--- src/rtl/reg_file_pkg.sv ---
// Shared types and register-number constants for the register file slice.
package reg_file_pkg;

  typedef logic [4:0]  reg_addr_t;
  typedef logic [31:0] word_t;

  localparam reg_addr_t REG_ZERO = 5'd0;
  localparam reg_addr_t REG_V0   = 5'd2;
  localparam reg_addr_t REG_RA   = 5'd31;

endpackage

--- src/rtl/reg_file_hilo.sv ---
// HI/LO register pair: both halves always update together on one enable.
module hilo_reg
  import reg_file_pkg::*;
#(
  parameter logic [31:0] RESET_VALUE = 32'h0000_0000
) (
  input  logic        clk,
  input  logic        reset,
  input  logic        wr_en,
  input  logic [31:0] hi_in,
  input  logic [31:0] lo_in,
  output logic [31:0] hi_out,
  output logic [31:0] lo_out
);

  always_ff @(posedge clk or posedge reset) begin
    if (reset) begin
      hi_out <= RESET_VALUE;
      lo_out <= RESET_VALUE;
    end else if (wr_en) begin
      hi_out <= hi_in;
      lo_out <= lo_in;
    end
  end

endmodule

--- src/rtl/reg_file.sv ---
// 32x32 general register file with HI/LO, two combinational read ports.
// Define REGFILE_BYPASS_EN to forward same-cycle write data to the read ports.
module reg_file
  import reg_file_pkg::*;
#(
  parameter logic [31:0] RESET_VALUE = 32'h0000_0000
) (
  input  logic        clk,
  input  logic        reset,
  input  reg_addr_t   rs_addr,
  input  reg_addr_t   rt_addr,
  output logic [31:0] a,
  output logic [31:0] b,
  input  logic        wr_en,
  input  reg_addr_t   wr_addr,
  input  logic [31:0] wr_data,
  input  logic        hilo_wr_en,
  input  logic [31:0] hi_wr_data,
  input  logic [31:0] lo_wr_data,
  output logic [31:0] hi,
  output logic [31:0] lo,
  output logic [31:0] register_v0
);

  logic [31:0] regs [32];
  logic [31:0] stored_a;
  logic [31:0] stored_b;

  // Entry 0 is held at zero and never written; the read mux also forces it.
  always_ff @(posedge clk or posedge reset) begin
    if (reset) begin
      for (int unsigned i = 0; i < 32; i++) begin
        regs[i] <= (i == 0) ? '0 : RESET_VALUE;
      end
    end else if (wr_en && (wr_addr != REG_ZERO)) begin
      regs[wr_addr] <= wr_data;
    end
  end

  always_comb begin
    stored_a = (rs_addr == REG_ZERO) ? '0 : regs[rs_addr];
    stored_b = (rt_addr == REG_ZERO) ? '0 : regs[rt_addr];
  end

`ifdef REGFILE_BYPASS_EN
  logic fwd_ok;
  always_comb begin
    fwd_ok = wr_en && !reset && (wr_addr != REG_ZERO);
    a = stored_a;
    b = stored_b;
    if (fwd_ok && (wr_addr == rs_addr)) a = wr_data;
    if (fwd_ok && (wr_addr == rt_addr)) b = wr_data;
  end
`else
  always_comb begin
    a = stored_a;
    b = stored_b;
  end
`endif

  assign register_v0 = regs[REG_V0];

  hilo_reg #(
    .RESET_VALUE(RESET_VALUE)
  ) u_hilo (
    .clk   (clk),
    .reset (reset),
    .wr_en (hilo_wr_en),
    .hi_in (hi_wr_data),
    .lo_in (lo_wr_data),
    .hi_out(hi),
    .lo_out(lo)
  );

endmodule

--- config.mk ---
export PLATFORM = sky130hd
export DESIGN_NAME = reg_file
export DESIGN_NICKNAME = d
export VERILOG_FILES = /design/src/rtl/reg_file_pkg.sv /design/src/rtl/reg_file_hilo.sv /design/src/rtl/reg_file.sv
export SDC_FILE = /design/constraint.sdc
export NUM_CORES = 2
export LEC_CHECK = 0
export BUFFER_PORTS_ARGS = -buffer_cell sky130_fd_sc_hd__buf_2
export CORE_ASPECT_RATIO = 0.9
export CORE_MARGIN = 2
export CORE_UTILIZATION = 56
export CTS_BUF_LIST = sky130_fd_sc_hd__clkbuf_16
export DETAILED_ROUTE_END_ITERATION = 7
export PLACE_DENSITY = 0.77
export SYNTH_ARGS = -nofsm -noshare
export SYNTH_HDL_FRONTEND = slang
export SYNTH_SLANG_ARGS = --single-unit
--- constraint.sdc ---
create_clock -name clk -period 32.1 [get_ports clk]
set_input_delay 3.21 -clock clk [delete_from_list [all_inputs] [get_ports clk]]
set_output_delay 3.21 -clock clk [all_outputs]
set_load 0.01 [all_outputs]
Word level (Yosys, flattened, before mapping)
Index checks and enable logic that the tools add are counted.
Widths: inputs -> output; s select.

cells by class
  bitwise gates (word level) = 3
  $lt $le $gt $ge = 4
  reduce and logical (&&, ||, !) cells = 5
  mux-type cells = 11

operators with widths
  operator            count
  $bwmux 1024         1
  $bmux 32 s5         2
  $mux 32             7
  $demux 32 s5        1
  $ge 6x6->1 const B  3
  $not 5->6           3
  $logic_not 5->1     2
  $lt 6x1->1 const B  1
  $reduce_bool 5->1   1
  $logic_and 1x1->1   2

word-level totals
  word-level logic and storage cells = 57
  bits in registers = 1088

Depth between registers and ports, before layout
  word-level depth = 6
  depth in mapped cells = 10

Hierarchy
From an unflattened synthesis, not the netlist that was laid out.

unflattened totals
  cell total of the unflattened synthesis = 3860
  area total of the unflattened synthesis = 57634.0 µm²

modules (own cells, without submodules)
  module    area an instance (µm²)  cells each  times used
  reg_file  54951.5                 3724        1
  hilo_reg  2682.6                  136         1

Worst setup path before layout
No wires, ideal clock.

  path type = input port to output port
  start = input rs_addr[0]
  end = output a[10]
  cell stages on the path = 6
  arrival = 4849 ps
  path slack = 24041 ps
  cell sequence = buf_2 -> buf_4 -> buf_2 -> mux4_2 -> a2111oi_0 -> nor3_1

on the way
  cells in the longest elaborated chain, start to end = 5
  elaborated cells between the ends (all ways) = 6

RTL lines
  what                                         line            source
  start: declaration                           reg_file.sv:10  input reg_addr_t rs_addr,
  $not 5->6 (not written as such)              reg_file.sv:41  stored_a = (rs_addr == REG_ZERO) ? '0 : regs[rs_addr];
  $bmux 32 s5                                  reg_file.sv:41
  $mux 32 (not written as such) (2 in series)  reg_file.sv:41
  $mux 32 *                                    reg_file.sv:41
  end: declaration                             reg_file.sv:12  output logic [31:0] a,

Mark *: on every way between the ends. The rest lies on a longest branch, timed or not. The select of a mux whose other input is x is not followed.

Worst setup path in the final report
  start = input rs_addr[2]
  end = output a[8]

The elaborated chain is that of the path after synthesis.

==> results.md <==
- The run finished with clean final reports.
- The ratio of final minimum period to clock period is between 30% and 40%.
- The worst register-to-register path has a depth of 1.
- For this design the ratio of total power to cell area is approximately 63 nW/um2.
- The number of antenna violations at the first check in global routing is 14.
- The clock latency on the worst-skew pair is about 0.7 ns.
- Counting instances, the worst hold path has a depth of 0.
- After synthesis, flip-flops and latches occupy 47.9% of the total area.
- The count of maximum capacitance violations is 0.
- The endpoint of the most critical register-to-register path is register_v0[15].
- The routed design has about 170,000 um of wire.
- The setup violation total in the final timing report is 0.
- For the pin with the worst max-slew slack, the measured transition is between 1 and 1.5 ns.
- The core area is 100,000 um2.
- The worst setup path is captured at an output port.
- Row generation in the floorplan step produced 110 rows.
- The detailed-route vias per instance is ~7.
- By area the synthesized netlist is led by dfrtp_1 (48%), mux2_2 (22%), mux4_2 (16%), mux2i_1 (4.5%), clkbuf_1 (1.6%).
- The arrival time of the worst setup path is 7.64 ns.
- The number of storage elements in the synthesis netlist is approximately 1,100.
- The post-route antenna net violation count is 0.
- For flop-to-flop paths, the worst setup slack is ~31 ns.
- The detailed placer's ending HPWL is a little under 100,000 um.
- Across all layers, the routed design uses roughly 37,000 vias.
- The final layout contains ~3,900 nets.
- Global routing consumed, over all layers together, 32.7% of the routing resources.
- For met2 alone, demand over resource in global routing was about half.
- The static leakage power is about 0.027 uW.
- The final-report hold violation count is 0.
- The setup TNS is 0 ns.
- The post-synthesis net count is around 4,000.
- The final weighted congestion in routability-driven placement is approximately 0.83.
- The post-layout utilization of the core is approximately 62%.
- The worst-case clock buffer depth is 3.
- 275 I/O pins were placed.
- The remaining global-route overflow is 0.
- Counting tap cells, the placed design contains a total of 5,056 instances.
- The buffer count from post-CTS setup fixing is 0.
- The area enclosed by the die boundary is 104,000 um2.
- The top achievable clock speed is 0.0921 GHz.
- The layer carrying the most global-route usage is met2.
- The worst min-delay path endpoint is regs[1011].
- The startpoint kind of the worst setup timing path is an input port.
- The H-tree generated during clock tree synthesis spans 3 levels.
- Summing every instance area after synthesis gives 56,900 um2.
- In the synthesized netlist the async set-or-reset flop fraction comes to 100%.
- Clock tree synthesis inserted a total of between 100 and 150 buffers.
- In this run the tightest slew margin relative to its limit is around 5.6%.
- Once the floorplan was initialized, standard cells occupied a little under three fifths of the core.
- Clock-pin slew was measured on the worst setup and hold paths at around 0.06 ns.
- The first global-routing pass estimated 253,000 um of wire.
- The count of buffers from port buffering is roughly 270.
- The critical path class is input port to output port.
- The startpoint of the lowest-slack hold path is regs[1011].
- The via count of the first global-routing pass came to 37,600.
- The count of different cell masters after synthesis is 39.
- TritonCTS built the clock tree.
- STA puts the critical path data required time at between 20 and 30 ns.
- In the synthesized netlist, the cells that appear most often are dfrtp_1 (1,088), mux2_2 (1,088), mux4_2 (401).
- The area of the multi-input gates is 27,600 um2.
- The maximum ir drop on the vdd rail is 43.1 uV.
- The shortest period the worst path allows is around 11 ns.
- In this run the worst path has a maximum fanout of 57.
- The count of flip-flops with a built-in enable after synthesis is 0.
- Power comes to roughly 3900 uW.
- After clock tree synthesis, the flow added hold-fix buffers numbering 0.
- The share of post-route cells with drive strength above 1 is between 50% and 60%.
- The min-delay analysis places its worst path in the category flop to flop.
- After the first detailed-routing iteration, the DRC count stood at between 4,000 and 5,000.
- The wire length per cell after detailed routing is between 30 and 40 um.
- Setup repair after global routing left no endpoint under its margin.
- Counting the fill cells in the layout gives 7,331.
- The clock skew after layout is 0 ns.
- The vertical die dimension is 306 um.
- Synthesis produced a netlist whose cell count is ~3,800.
- The root buffer cell chosen for the clock tree is clkbuf_16.
- The pin count of the biggest net entering global routing is between 150 and 200.
- The flip-flop and latch area is 27,200 um2.
- The mean area per synthesized cell is 14.9 um2.
- The share of Yosys cell area claimed by the top area cell type is 47.9%.
- The signed area change from the synthesized netlist to the final layout is 9.47%.
- The filler-free cell count of the finished design is approximately 5,300.
- The most frequently used flop master after synthesis is dfrtp_1.
- The met1 demand-to-capacity share in global routing is a little under half.
- The residual DRC count is 0.
- The die width is 340 um.
- Post-CTS repair changed the size of 0 cells.
- dfrtp_1 takes more of the synthesized area than any other cell.
- The startpoint of the most critical register-to-register path is register_v0[15].
- The global-route track usage on met3 is around 9%.
- The max-slew violation count came to 0.
- The first-pass iteration count of the detailed router is 5.
- The count of yosys warnings during synthesis is 0.
- The CTS sink count is about 1,100.
## flip-flops by register name (all words and copies together), names as in the netlist
name           cells
register_v0       32
regs             992
u_hilo.hi_out     32
u_hilo.lo_out     32
## placed cells by master (no fill, tap or decap), types with 3 or more instances in the layout
master,synthesis,routed
a22o_1,62,62
a22oi_1,64,64
buf_12,0,3
mux4_2,401,401
nor4_1,12,10
mux2_2,1088,1088
a2111oi_0,31,31
o32ai_1,16,16
and2_1,18,16
inv_1,2,24
clkinv_1,1,23
nand2_1,19,3
nor2b_4,0,4
buf_2,86,267
a21oi_1,33,33
o221ai_1,31,31
nor3b_1,5,5
nand3b_1,6,6
nand3_1,4,4
buf_8,0,3
nor2_4,0,17
diode_2,0,4
nor2b_1,36,32
o22ai_1,47,47
mux2i_1,254,254
nand2_2,0,16
clkbuf_16,0,110
nor4_2,5,7
buf_4,64,86
a211oi_1,47,47
nor3_1,49,48
clkinv_2,0,28
dfrtp_1,1088,1088
bufinv_16,0,13
## cells by family (layout without fill, tap and decap cells)
kind of cell           Yosys count  count (layout)  share of synthesized area, %
AO/OA/AOI/OAI                  333             333                          4.46
other                            0               4                             0
AND/OR/NAND/NOR                184             184                          1.84
buffers and inverters          468             568                          3.91
flip-flops                    1088            1088                          47.9
multiplexers                  1743            1743                          41.9
## critical path, cell delays in order
cell,delay (ns)
buf_6,0.50
buf_4,0.87
nor2b_4,0.94
buf_4,0.69
a2111oi_0,0.34
nor3_1,0.69
buf_2,0.26
## routing by layer
metal  wire (um)  vias to the layer above
met5         126                        -
met4        7050                       18
met3       17800                      458
met2       76400                     2036
met1       68100                    19900
li1            -                    14700
## cell type report
type	count	area share, %
Clock inverter	94	1.31
Clock buffer	110	4.42
Multi-Input combinational cell	2260	44.4
Sequential cell	1088	43.7
Timing Repair Buffer	361	3.39
Antenna cell	4	0.0161
Inverter	3	0.0241
Tap cell	1344	2.70
## metrics by stage
stage	area, um2	hold WS (ns)	worst slack (ns)
final	62200	0.394	21.25
after CTS	62200	0.401	21.14
after global routing	62200	0.410	20.86
after global placement	58700	0.381	21.11
after detailed placement	58700	0.385	21.14
after floorplan	56900	0.441	13.88
## power breakdown
part	switching, uW	leakage [uW]	internal, uW	total, uW
clock network	557	0.00185	727	1280
logic	330	0.0117	462	791
registers	202	0.0139	1630	1830
total	1090	0.0274	2810	3900
## worst max path at each step
stage	startpoint	end	slack, ns	depth (start not counted)
detailed placement	rs_addr[0]	a[29]	21.14	9
floorplan	reset	register_v0[0]	13.88	1
global route	rs_addr[0]	a[29]	20.86	9
CTS	rs_addr[0]	a[29]	21.14	9
finish	rs_addr[2]	a[8]	21.25	7
global placement	rs_addr[0]	a[22]	21.11	9
No activity file was read; power rests on OpenSTA's default activity.
